==> src/rtl/ee354_debouncer_pkg.sv <==
`default_nettype none
// ============================================================================
// Module   : ee354_debouncer_pkg
// Brief    : State codes and default timing constants for the button debouncer.
// Revision : 1.0 - initial release
// ============================================================================
package ee354_debouncer_pkg;

    localparam logic [2:0] ST_INI  = 3'd0;
    localparam logic [2:0] ST_WQ   = 3'd1;
    localparam logic [2:0] ST_SCEN = 3'd2;
    localparam logic [2:0] ST_CCR  = 3'd3;
    localparam logic [2:0] ST_MCEN = 3'd4;
    localparam logic [2:0] ST_WFCR = 3'd5;

    // Board values at 100 MHz: 25 ms debounce, 0.5 s auto-repeat
    localparam int unsigned DEF_CNT_W       = 28;
    localparam int unsigned DEF_DEB_CYCLES  = 2500000;
    localparam int unsigned DEF_HOLD_CYCLES = 50000000;

endpackage
`default_nettype wire

==> src/rtl/ee354_sync2.sv <==
`default_nettype none
// ============================================================================
// Module   : ee354_sync2
// Brief    : Two-flop synchronizer with synchronous active-low clear.
// Revision : 1.0 - initial release
// ============================================================================
module ee354_sync2 (
    input  logic clk,
    input  logic reset,
    input  logic i_d,
    output logic o_q
);

    logic meta_q;
    logic sync_q;

    always_ff @(posedge clk) begin
        if (!reset) begin
            meta_q <= 1'b0;
            sync_q <= 1'b0;
        end else begin
            meta_q <= i_d;
            sync_q <= meta_q;
        end
    end

    assign o_q = sync_q;

endmodule
`default_nettype wire

==> src/rtl/ee354_debouncer.sv <==
`default_nettype none
// ============================================================================
// Module   : ee354_debouncer
// Brief    : Push-button debouncer producing a clean level plus single,
//            auto-repeat and continuous clock-enable pulses.
// Revision : 1.0 - initial release
// ============================================================================
module ee354_debouncer
    import ee354_debouncer_pkg::*;
#(
    parameter int unsigned CNT_W       = DEF_CNT_W,
    parameter int unsigned DEB_CYCLES  = DEF_DEB_CYCLES,
    parameter int unsigned HOLD_CYCLES = DEF_HOLD_CYCLES
) (
    input  logic       clk,
    input  logic       reset,
    input  logic       PB,
    output logic       DPB,
    output logic       SCEN,
    output logic       MCEN,
    output logic       CCEN,
    output logic [2:0] state_out
);

    localparam logic [CNT_W-1:0] DEB_LAST  = CNT_W'(DEB_CYCLES - 1);
    localparam logic [CNT_W-1:0] HOLD_LAST = CNT_W'(HOLD_CYCLES - 1);
    localparam logic [CNT_W-1:0] CNT_ONE   = CNT_W'(1);

    logic             pb_s;
    logic [2:0]       state_q, state_d;
    logic [CNT_W-1:0] cnt_q, cnt_d;
    logic             dpb_q, dpb_d;
    logic             scen_q, scen_d;
    logic             mcen_q, mcen_d;
    logic             ccen_q, ccen_d;

    ee354_sync2 u_sync (
        .clk   (clk),
        .reset (reset),
        .i_d   (PB),
        .o_q   (pb_s)
    );

    always_comb begin
        state_d = state_q;
        cnt_d   = cnt_q;
        case (state_q)
            ST_INI: begin
                if (pb_s) begin
                    state_d = ST_WQ;
                    cnt_d   = '0;
                end
            end
            ST_WQ: begin
                if (!pb_s)                 state_d = ST_INI;
                else if (cnt_q == DEB_LAST) state_d = ST_SCEN;
                else                        cnt_d   = cnt_q + CNT_ONE;
            end
            ST_SCEN, ST_MCEN: begin
                state_d = ST_CCR;
                cnt_d   = '0;
            end
            ST_CCR: begin
                if (!pb_s) begin
                    state_d = ST_WFCR;
                    cnt_d   = '0;
                end else if (cnt_q == HOLD_LAST) begin
                    state_d = ST_MCEN;
                end else begin
                    cnt_d = cnt_q + CNT_ONE;
                end
            end
            ST_WFCR: begin
                // A high sample during release is a bounce: restart the count
                if (pb_s)                   cnt_d   = '0;
                else if (cnt_q == DEB_LAST) state_d = ST_INI;
                else                        cnt_d   = cnt_q + CNT_ONE;
            end
            default: begin
                state_d = ST_INI;
                cnt_d   = '0;
            end
        endcase
    end

    // Outputs are decoded from the next state so the registered copies track state_q
    always_comb begin
        dpb_d  = (state_d == ST_SCEN) || (state_d == ST_CCR) ||
                 (state_d == ST_MCEN) || (state_d == ST_WFCR);
        scen_d = (state_d == ST_SCEN);
        mcen_d = (state_d == ST_SCEN) || (state_d == ST_MCEN);
        ccen_d = (state_d == ST_SCEN) || (state_d == ST_CCR) || (state_d == ST_MCEN);
    end

    always_ff @(posedge clk) begin
        if (!reset) begin
            state_q <= ST_INI;
            cnt_q   <= '0;
            dpb_q   <= 1'b0;
            scen_q  <= 1'b0;
            mcen_q  <= 1'b0;
            ccen_q  <= 1'b0;
        end else begin
            state_q <= state_d;
            cnt_q   <= cnt_d;
            dpb_q   <= dpb_d;
            scen_q  <= scen_d;
            mcen_q  <= mcen_d;
            ccen_q  <= ccen_d;
        end
    end

    assign DPB       = dpb_q;
    assign SCEN      = scen_q;
    assign MCEN      = mcen_q;
    assign CCEN      = ccen_q;
    assign state_out = state_q;

endmodule
`default_nettype wire
==> config.mk <==
export PLATFORM = sky130hd
export DESIGN_NAME = ee354_debouncer
export DESIGN_NICKNAME = d
export VERILOG_FILES = /design/src/rtl/ee354_debouncer_pkg.sv /design/src/rtl/ee354_sync2.sv /design/src/rtl/ee354_debouncer.sv
export SDC_FILE = /design/constraint.sdc
export NUM_CORES = 1
export LEC_CHECK = 0
export BUFFER_PORTS_ARGS = -buffer_cell sky130_fd_sc_hd__buf_2
export CAP_MARGIN = 20
export CORE_UTILIZATION = 40
export CTS_CLUSTER_SIZE = 28
export DETAILED_ROUTE_END_ITERATION = 12
export GPL_ROUTABILITY_DRIVEN = 0
export GPL_TIMING_DRIVEN = 0
export HOLD_SLACK_MARGIN = 0.1
export PLACE_DENSITY = 0.6
export REMOVE_ABC_BUFFERS = 1
export SYNTH_ARGS = -nofsm -noshare
export SYNTH_HDL_FRONTEND = slang
export SYNTH_HIERARCHICAL = 1
export SYNTH_SLANG_ARGS = --single-unit
==> constraint.sdc <==
create_clock -name clk -period 3.79 [get_ports clk]
set_clock_uncertainty 0.1 [all_clocks]
set_input_delay 0.5685 -clock clk [delete_from_list [all_inputs] [get_ports clk]]
set_output_delay 0.5685 -clock clk [all_outputs]
set_load 0.01 [all_outputs]
* Word level (Yosys, flattened, before mapping)
Index checks and enable logic that the tools add are counted.
Cells by class: add/subtract/negate cells 1, equal/unequal tests 14, muxes and demuxes 15, reductions and logical operators 7
Operators by type and width (count):
- $mux W28 | 6
- $pmux W28 S4 | 1
- $add A28 B1 Y28 const B | 1
- $eq A28 B22 Y1 const B | 1
- $eq A28 B26 Y1 const B | 1
- $mux W3 | 7
- $pmux W3 S5 | 1
- $eq A3 B2 Y1 const B | 4
- $eq A3 B3 Y1 const B | 4
- $logic_or A1 B1 Y1 | 4
- $ne A2 B1 Y1 const B | 2
- $eq A3 B1 Y1 const B | 1
- $logic_not A3 Y1 | 1
- $ne A3 B3 Y1 const B | 1
- $reduce_and A3 Y1 | 1
- $reduce_or A2 Y1 | 1
Word-level totals: bits in registers 37, bits of input ports 3, output and inout bits 7, logic and storage cells 45

* Logic depth before layout (Yosys ltp)
Gate-level depths: netlist (run 1).
depth after elaboration 8, gate-level depth with buffers 9, mapped depth without buffers 7

* By module
The synthesis (run 1) kept the hierarchy.
By module, submodules not included:
- ee354_debouncer | times used 1, cells each 284, area an instance 2205.9 um^2
- ee354_sync2 | times used 1, cells each 4, area an instance 52.6 um^2

* Worst setup path after synthesis (run 1)
OpenSTA, ideal clock, no wires.
kind register to register, from reg cnt_q[20], to reg cnt_q[17], arrival time 2.047 ns, data required time 3.573 ns, slack 1.526 ns, stages on the path, launching flop included 9, path buffers 2, period minus slack after synthesis 2.264 ns, cells stage by stage dfxtp_1 > buf_6 > or4_4 > nor4_4 > a221o_2 > o211ai_4 > buf_2 > a31oi_1 > nor2_1
On the way: word-level cells in the longest chain between the ends 4, elaborated cells on any way between the ends 8, classes of those cells eq/ne: 3; mux: 4; reduce/logical: 1
RTL lines:
- from (decl) | RTL line ee354_debouncer.sv:31 | logic [CNT_W-1:0] cnt_q, cnt_d;
- from (signal assigned) | RTL line ee354_debouncer.sv:105 | cnt_q <= cnt_d;
- $eq A28 B22 Y1 | RTL line ee354_debouncer.sv:56, ee354_debouncer.sv:76
- $mux W28
- $mux W28 (on tied branches)
- $pmux W28 S4
Parallel ways exist; a longest one is shown, timed or not. The select of a mux whose other input is x is not followed. A chain may end at the register's enable or synchronous reset.

* Final worst setup path (run 1)
from reg cnt_q[7], to reg cnt_q[3]
Same word-level chain as after synthesis.

==> run summary, run 1 <==
The sequential share of the synthesized area is 32.8%. Among all flip-flop cells after synthesis, the most frequent one is sky130_fd_sc_hd__dfxtp_1. For this run, design rule violations remaining after detail routing come to 0.

The detail-routed via count per cell is 6.30. The detailed placer's ending HPWL is around 4.1 mm. The area of the mapped netlist is 2260 sq um.

The H-tree was split into 2 levels. For this run the aggregate overflow at the end of global routing stands at 0. After synthesis, the most frequently instantiated cells are sky130_fd_sc_hd__dfxtp_1, sky130_fd_sc_hd__a21oi_1, sky130_fd_sc_hd__nor2_1.

The TritonCTS buffer count came out at 5. The number of search-and-repair iterations in the first detailed-routing pass is 5. Static timing analysis puts the maximum clock frequency at approximately 360 MHz. The run finished with clean final reports. Among all cell types in the netlist, the one instantiated most often is sky130_fd_sc_hd__dfxtp_1. In this run the critical register-to-register path is launched from cnt_q[7]. The buffers inserted during post-CTS setup optimization is 0. The final count of hold timing violations came out at 0. The final sum of negative setup slack came out at 0 ns. The reg-to-reg critical path endpoint is cnt_q[3].

The worst-case vdd ir drop came out at between 0.0002 and 0.00025 V. From synthesis to final layout, the design area changed by 7.70%. The total count of max-transition violations in the final report is 0.

STA classifies the critical path startpoint as a flip-flop. Along the worst hold path, the cell count comes to 1. The global-route usage over all layers is 21.6%.

The floorplan row count is 26. Measured on the finished design, the core utilization comes to 46.2%. The wire length of the first global-routing pass is 10.1 mm. Data arrives at the worst endpoint at 2.88 ns.

The critical path is of the flip-flop to flip-flop type. Summed over all instances, the cell type with the most area after synthesis is sky130_fd_sc_hd__dfxtp_1. The number of clock sinks seen by CTS came out at 37.

The smallest clock period supported by the final layout is computed as between 2 and 3 ns. STA classifies the critical path endpoint as a flip-flop. The final critical-path share of the clock period is 73.5%. Pin placement for this block handled 10 I/O pins. The clock-pin slew on the worst setup and hold paths came out at 0.08 ns. The end point of the most critical hold path is u_sync/o_q. Counting the fill cells in the layout gives 557. The number of global-route vias before repair is 1950. The number of distinct library cells after synthesis came out at 55.

After clock tree synthesis, the repair step resized 0 gates. The start point of the worst min-delay path is u_sync/meta_q. The net total in the final layout is 288. For this design, the CTS-stage hold fixing added 0 buffers. The mean post-synth cell area came out at 7.84 sq um.

The tree is rooted in a sky130_fd_sc_hd__clkbuf_8. Setup violations remaining at the end of the flow were counted as 0. The share of final-layout standard cells stronger than drive strength 1 is 13.0%. The total via count after detailed routing came out at 2238. The internal reg-to-reg setup slack is roughly 1.0 ns. Setup repair after global routing left no endpoint under its margin. The final total power is about 0.84 mW. The transition time at the pin with the least slew margin came out at 0.706 ns. The residual antenna-violating net count after detailed routing came out at 0. Yosys attributes the largest share of cell area to sky130_fd_sc_hd__dfxtp_1, sky130_fd_sc_hd__a21oi_1, sky130_fd_sc_hd__nor2_1. The initial core utilization came out at 42.9%. The die span in y came out at ~77 um. The post-detailed-routing wire length is 6.08 mm. The number of flops mapped to enable cells by yosys came out at 0. The length in cells of the worst reg-to-reg path came out at 7. The static leakage came out at 0.880 nW. The wire length per cell after detailed routing came out at 17.1 um. The CTS tree is built. The horizontal extent of the die is 77.1 um. The buffer levels on the longest clock path is 2. The number of flip-flops and latches in the synthesized netlist came out at 37.

During synthesis, Yosys emitted a total of 6 warnings. The area of the core came out at 5270 sq um. The worst slew margin relative to its limit came out at 52.9%. The required time at the endpoint of the critical path came out at 3.88 ns. The number of DRC markers after the initial detailed-route iteration came out at 247. The type of the tightest min-delay check is flip-flop to flip-flop. The area share of the largest cell type after synthesis is 32.8%. The power density over the cells came out at ~350 nW/um^2. The tool flagged a number of max-cap violations equal to 0. The pin count of the biggest net entering global routing is 29. The clock latency on the worst-skew pair came out at approximately 0.30 ns. The number of port buffers came out at 9. The die area came out at 5950 sq um. Of all nets on the critical path, the largest fanout is 16. The final antenna diode count is 0. The number of antenna violations at the first check in global routing came out at 0. Synthesis produced a netlist whose cell count is 288. The share of flip-flops with an asynchronous set or reset after synthesis is 0%.
-- worst max path at each step --
stage	startpoint	to	slack (ns)	cells after the start
final	cnt_q[7]	cnt_q[3]	1.00	7
after global routing	cnt_q[25]	cnt_q[21]	0.82	7
after CTS	cnt_q[10]	cnt_q[3]	0.99	7
after detailed placement	cnt_q[10]	cnt_q[3]	1.04	7
after global placement	cnt_q[10]	cnt_q[26]	0.22	6
after floorplan	cnt_q[7]	cnt_q[26]	0.98	6
-- metrics by stage --
step / cells / worst slack [ns] / hold slack, ns / area (sq um)
after detailed placement: 347 / 1.04 / 0.321 / 2300
after global placement: 346 / 0.225 / 0.326 / 2280
after CTS: 355 / 0.985 / 0.340 / 2430
after floorplan: 267 / 0.976 / 0.312 / 2150
after global routing: 355 / 0.823 / 0.384 / 2430
final: 355 / 1.00 / 0.338 / 2430
-- state kept, by name, indices dropped and copies added (netlist names) --
register / cells
MCEN: 1
u_sync/o_q: 1
SCEN: 1
cnt_q: 28
DPB: 1
CCEN: 1
state_out: 3
u_sync/meta_q: 1
-- critical path: stages, from the launching register on --
cell,delay [ns]
sky130_fd_sc_hd__dfxtp_1,0.40
sky130_fd_sc_hd__or4b_1,0.55
sky130_fd_sc_hd__nor4_2,0.36
sky130_fd_sc_hd__a21oi_1,0.14
sky130_fd_sc_hd__nor2_2,0.57
sky130_fd_sc_hd__buf_8,0.23
sky130_fd_sc_hd__nor3_1,0.06
sky130_fd_sc_hd__o221a_2,0.27
-- where the power goes --
part / internal (mW) / total (mW) / leakage [nW] / switching, mW
combinational: 0.0124 / 0.0407 / 0.514 / 0.0283
sequential: 0.390 / 0.393 / 0.298 / 0.00319
clock: 0.261 / 0.408 / 0.0681 / 0.147
-- cells in the final DEF (no fill, tap or decap), drive strengths merged, types with 2 or more instances in the layout --
cell type	netlist	final
a21oi	37	37
a22o	2	2
a31oi	12	12
a41o	2	2
a41oi	4	4
and2	3	3
and3	11	11
and4	3	3
buf	9	10
bufinv	0	2
clkbuf	12	5
dfxtp	37	37
inv	8	8
nand2	21	21
nand3	11	11
nand4	10	10
nor2	33	33
nor3	10	10
nor4	8	8
o211ai	4	4
o21ai	12	12
o221a	4	4
o22ai	3	3
or2	2	2
or3	2	2
or4	5	5
or4b	3	3
-- cells by family (layout without fill, tap and decap cells) --
group	Yosys count	count (layout)	synth area share, %
AO/OA/AOI/OAI	94	94	28.3
AND/OR/NAND/NOR	127	127	32.2
flip-flops	37	37	32.8
adder cells (fa/ha/maj)	1	1	0.554
buffers and inverters	29	26	6.20
-- routing by layer --
metal | vias up | track usage (%) | routed length [um]
met5 | - | 0 | 0
met4 | 0 | 8.68 | 56
met3 | 4 | 4.40 | 343
met2 | 86 | 32.0 | 2770
met1 | 1058 | 30.1 | 2910
li1 | 1090 | - | -
-- area by class of cell --
class                           instances  area [sq um]  share of cell area (%)
Clock buffer                            5          68.8                    2.83
Clock inverter                          3          65.1                    2.67
Inverter                                8          30.0                    1.23
Multi-Input combinational cell        222          1380                    56.7
Sequential cell                        37           741                    30.5
Tap cell                               70          87.6                    3.60
Timing Repair Buffer                   10          60.1                    2.47
No activity file was read; power rests on OpenSTA's default activity.
==> inputs of run 2 (changes only) <==
--- a/config.mk
+++ b/config.mk
@@ -5,6 +5,7 @@
 export SDC_FILE = /design/constraint.sdc
 export NUM_CORES = 1
 export LEC_CHECK = 0
+export ABC_AREA = 1
 export BUFFER_PORTS_ARGS = -buffer_cell sky130_fd_sc_hd__buf_2
 export CAP_MARGIN = 20
 export CORE_UTILIZATION = 40
@@ -13,7 +14,7 @@
 export GPL_ROUTABILITY_DRIVEN = 0
 export GPL_TIMING_DRIVEN = 0
 export HOLD_SLACK_MARGIN = 0.1
-export PLACE_DENSITY = 0.6
+export PLACE_DENSITY = 0.62
 export REMOVE_ABC_BUFFERS = 1
 export SYNTH_ARGS = -nofsm -noshare
 export SYNTH_HDL_FRONTEND = slang
==> constraint.sdc (replaced) <==
create_clock -name clk -period 2.4 [get_ports clk]
set_clock_uncertainty 0.1 [all_clocks]
set_input_delay 0.36 -clock clk [delete_from_list [all_inputs] [get_ports clk]]
set_output_delay 0.36 -clock clk [all_outputs]
set_load 0.01 [all_outputs]
==> run 2 against run 1 <==
Compared with the run above: cell area is 8.0% higher; die area grew 7.7%; combinational power rose by 57%; non-clock buffer count grew 1; worst setup slack lost 0.81 ns; synthesized area grew 7.9%; first-iteration DRC count is 32% lower; maximum frequency rose by 26%; sequential cell count did not move; core utilization down 1.5 points; critical path type unchanged; critical endpoint is now cnt_q[18]; highest routed layer unchanged.
==> run summary, run 2 <==
Status: finished, final reports clean (unchanged). The maximum clock frequency is 454 MHz (was 359 MHz). The worst-case vdd ir drop came out at 0.000260 V (was 0.000206 V). The clock tree root buffer cell is sky130_fd_sc_hd__clkbuf_8 (unchanged). The final period demand of the worst path came out at 2.20 ns (was 2.79 ns). The clock-pin slew on the worst setup and hold paths came out at 0.08 ns (about the same). The final cell count without fillers is 493 (was 355).

The post-detailed-routing wire length came out at 6.59 mm (was 6.08 mm). The smallest hold slack came out at 0.153 ns (was 0.338 ns). The total via count after detailed routing came out at 2509 (was 2238). The endpoint kind of the worst setup timing path is a flip-flop (unchanged).

The critical path's largest stage delay came out at 0.40 ns (was 0.57 ns). The worst slew margin relative to its limit is 47.6% (was 52.9%). The floorplan row count is 28 (was 26). The number of flip-flops and latches in the synthesized netlist came out at 37 (unchanged). The sequential share of the synthesized area is 30.4% (was 32.8%). The wire length of the first global-routing pass is 10.7 mm (was 10.1 mm).

The design area came out at 2630 sq um (was 2430 sq um). The required time at the endpoint of the critical path is 2.50 ns (was 3.88 ns). The buffering stage count on the worst path with inverters included came out at 2 (was 1). The most numerous cell on the critical path is sky130_fd_sc_hd__nand2_1. The share of power burned in the clock network is 37.6% (was 48.5%). The count of hold buffers inserted by post-cts repair is 0 (unchanged).

The top cell type by total area after synthesis is sky130_fd_sc_hd__dfxtp_1 (unchanged). The CTS tree is built (unchanged). The die area came out at 6410 sq um (was 5950 sq um).

The area of the core came out at 5890 sq um (was 5270 sq um). The area growth from synthesis to final layout was 7.75% (was 7.70%). The I/O pin count was 10 (unchanged). The number of search-and-repair iterations in the first detailed-routing pass is 5 (unchanged). The transition time at the pin with the least slew margin is 0.785 ns (was 0.706 ns). The number of inserted filler cells in the final layout came out at 640 (was 557).

The gate count of the mapped netlist was 408 (was 288). The initial core utilization came out at 41.4% (was 42.9%). The number of clock sinks seen by CTS came out at 37 (unchanged). The final total power came out at 1.09 mW (was 0.842 mW). The internal reg-to-reg setup slack is 0.20 ns (was 1.00 ns).

The type of the worst setup path was flip-flop to flip-flop (unchanged). The number of port buffers came out at 9 (unchanged). The static leakage was 1.06 nW (was 0.880 nW).

The most common cell after layout, fill and taps aside is sky130_fd_sc_hd__nand2_1 (was sky130_fd_sc_hd__dfxtp_1). Critical path, cell by cell: ha_1, nand2_1, nor2_2, nand2_1, nor2_1, nand3_1, nand2_4, buf_4, nor2_2, a21o_1, nand2_1, inv_1 (was or4b_1, nor4_2, a21oi_1, nor2_2, buf_8, nor3_1, o221a_2). The most instantiated flip-flop cell in the synthesis netlist is sky130_fd_sc_hd__dfxtp_1 (unchanged). The combinational power share was 5.8% (was 4.8%). The wire length per cell after detailed routing is 13.4 um (was 17.1 um). The number of synthesis warnings was 6 (unchanged). The pin count of the biggest net entering global routing came to 21 (was 29).

Unrepaired setup endpoints after global routing: no (unchanged). The cell internal power dissipation came out at 0.825 mW (was 0.664 mW). The buffer levels on the longest clock path is 2 (unchanged).

The total count of max-transition violations in the final report came to 0 (unchanged). The sequential share of power is 56.6% (was 46.7%). The standard cell area after detailed placement is 2520 sq um (was 2300 sq um).

Top cells by area, synth: sky130_fd_sc_hd__dfxtp_1, sky130_fd_sc_hd__nand2_1, sky130_fd_sc_hd__nor2_1 (was sky130_fd_sc_hd__dfxtp_1, sky130_fd_sc_hd__a21oi_1, sky130_fd_sc_hd__nor2_1). The depth of the CTS H-tree came out at 2 (unchanged). The clock latency on the worst-skew pair is 0.29 ns (was 0.30 ns). The number of distinct library cells after synthesis came out at 32 (was 55).

The count of final setup violators is 0 (unchanged). The area of the mapped netlist is 2440 sq um (was 2260 sq um). The die span in y was 80.1 um (was 77.1 um). The flip-flop count of the largest register, all copies and words added came out at 28 (unchanged). The library cell with the highest instance count after synthesis is sky130_fd_sc_hd__nand2_1 (was sky130_fd_sc_hd__dfxtp_1). The slowest cell on the critical path is sky130_fd_sc_hd__dfxtp_1 (was sky130_fd_sc_hd__nor2_2). The top fanout value on the critical path is 7 (was 16). The detailed placer's ending HPWL was 4.81 mm (was 4.08 mm). The final critical-path share of the clock period came out at 91.8% (was 73.5%).

The cell count after placement came out at 484 (was 347). The critical path startpoint category is a flip-flop (unchanged). The number of DRC markers after the initial detailed-route iteration is 169 (was 247). The horizontal extent of the die came to 80.1 um (was 77.1 um). The global-route usage over all layers is 21.9% (was 21.6%).

The register with the most flip-flops was cnt_q (unchanged). The final count of hold timing violations was 0 (unchanged). The cell type group with the largest total delay on the critical path is simple AND/OR/NAND/NOR gates (unchanged). The TritonCTS buffer count is 5 (unchanged). The global-route congestion overflow total is 0 (unchanged). The mean post-synth cell area is 5.97 sq um (was 7.84 sq um). The number of global-route vias before repair came out at 2226 (was 1950). The number of flops mapped to enable cells by yosys was 0 (unchanged). The final antenna diode count is 0 (unchanged). The power density over the cells is 417 nW/um^2 (was 346 nW/um^2). The net switching fraction of the power is 24.7% (was 21.1%). The area share of the largest cell type after synthesis is 30.4% (was 32.8%). The share of flip-flops with an asynchronous set or reset after synthesis is 0% (unchanged). The net total in the final layout came out at 423 (was 288). The share of final-layout standard cells stronger than drive strength 1 came out at 13.2% (was 13.0%). The detail-routed via count per cell is 5.09 (was 6.30). Top cells by instance count after synthesis: sky130_fd_sc_hd__nand2_1, sky130_fd_sc_hd__nor2_1, sky130_fd_sc_hd__inv_1 (was sky130_fd_sc_hd__dfxtp_1, sky130_fd_sc_hd__a21oi_1, sky130_fd_sc_hd__nor2_1).

The number of maximum-capacitance constraint violations is 0 (unchanged). The number of DRC violations after detailed routing came to 0 (unchanged). The number of antenna violations at the first check in global routing came out at 0 (unchanged). The arrival time at the worst endpoint came out at 2.31 ns (was 2.88 ns). The residual antenna-violating net count after detailed routing is 0 (unchanged).

The type of the tightest min-delay check was input port to flip-flop (was flip-flop to flip-flop). Most frequent cells in the layout: sky130_fd_sc_hd__nand2_1, sky130_fd_sc_hd__nor2_1, sky130_fd_sc_hd__inv_1 (was sky130_fd_sc_hd__dfxtp_1, sky130_fd_sc_hd__a21oi_1, sky130_fd_sc_hd__nor2_1). The net switching power figure is 0.270 mW (was 0.178 mW).
run 2: final timing paths:
check / depth (start not counted) / end / from
setup reg to reg: 12 / cnt_q[18] / cnt_q[0]
setup / recovery: 12 / cnt_q[18] / cnt_q[0]
hold / removal: 3 / u_sync/meta_q / PB
hold reg to reg: 2 / u_sync/o_q / u_sync/meta_q
run 2: repair_timing:
| item | CTS | global route |
|---|---|---|
| setup endpoints to repair | 7 | 8 |
| gates cloned | 0 | 1 |
| endpoints found under the hold margin | 0 | 0 |
| resized for setup | 2 | 1 |
| pin swaps | 0 | 1 |
| buffers inserted | 0 | 2 |
run 2: cells by family after synthesis:
logic type               synth area share, %
AND/OR/NAND/NOR                         42.4
adder cells (fa/ha/maj)                0.513
AO/OA/AOI/OAI                           15.1
buffers and inverters                   11.6
flip-flops                              30.4
run 2: area by class of cell:
type                       count  area [sq um]  share of cell area, %
inverter                      60           225                   8.58
clock buffer                   5          68.8                   2.62
multi-input combinational    304          1430                   54.5
timing repair buffer          11          60.1                   2.29
tap                           75          93.8                   3.57
sequential                    37           741                   28.2
clock inverter                 1          5.00                  0.191
run 2: tightest hold or removal path: stages:
cell and delay (ns):
sky130_fd_sc_hd__buf_2 0.08, sky130_fd_sc_hd__nand2_1 0.04, sky130_fd_sc_hd__inv_1 0.04
run 2: routing by layer:
metal	track usage (%)	routed length, um
met5	0	0
met2	35.6	2890
met4	8.21	145
met3	3.52	273
met1	29.0	3290
run 2: through the flow:
stage,setup TNS (ns),util [%],setup slack (ns)
global route,0,44.6,0.0421
finish,0,44.6,0.196
floorplan,0,-,0.384
global placement,-1.23,42.8,-0.194
detailed placement,-1.26,42.8,-0.199
CTS,0,44.2,0.0511
run 2: power by group through the flow:
stage / logic (mW) / registers [mW] / clock network (mW)
final: 0.0637 / 0.620 / 0.411
after global routing: 0.0704 / 0.619 / 0.449
after CTS: 0.0591 / 0.619 / 0.423
after detailed placement: 0.0583 / 0.634 / 0
after global placement: 0.0585 / 0.634 / 0
after floorplan: 0.0380 / 0.633 / 0
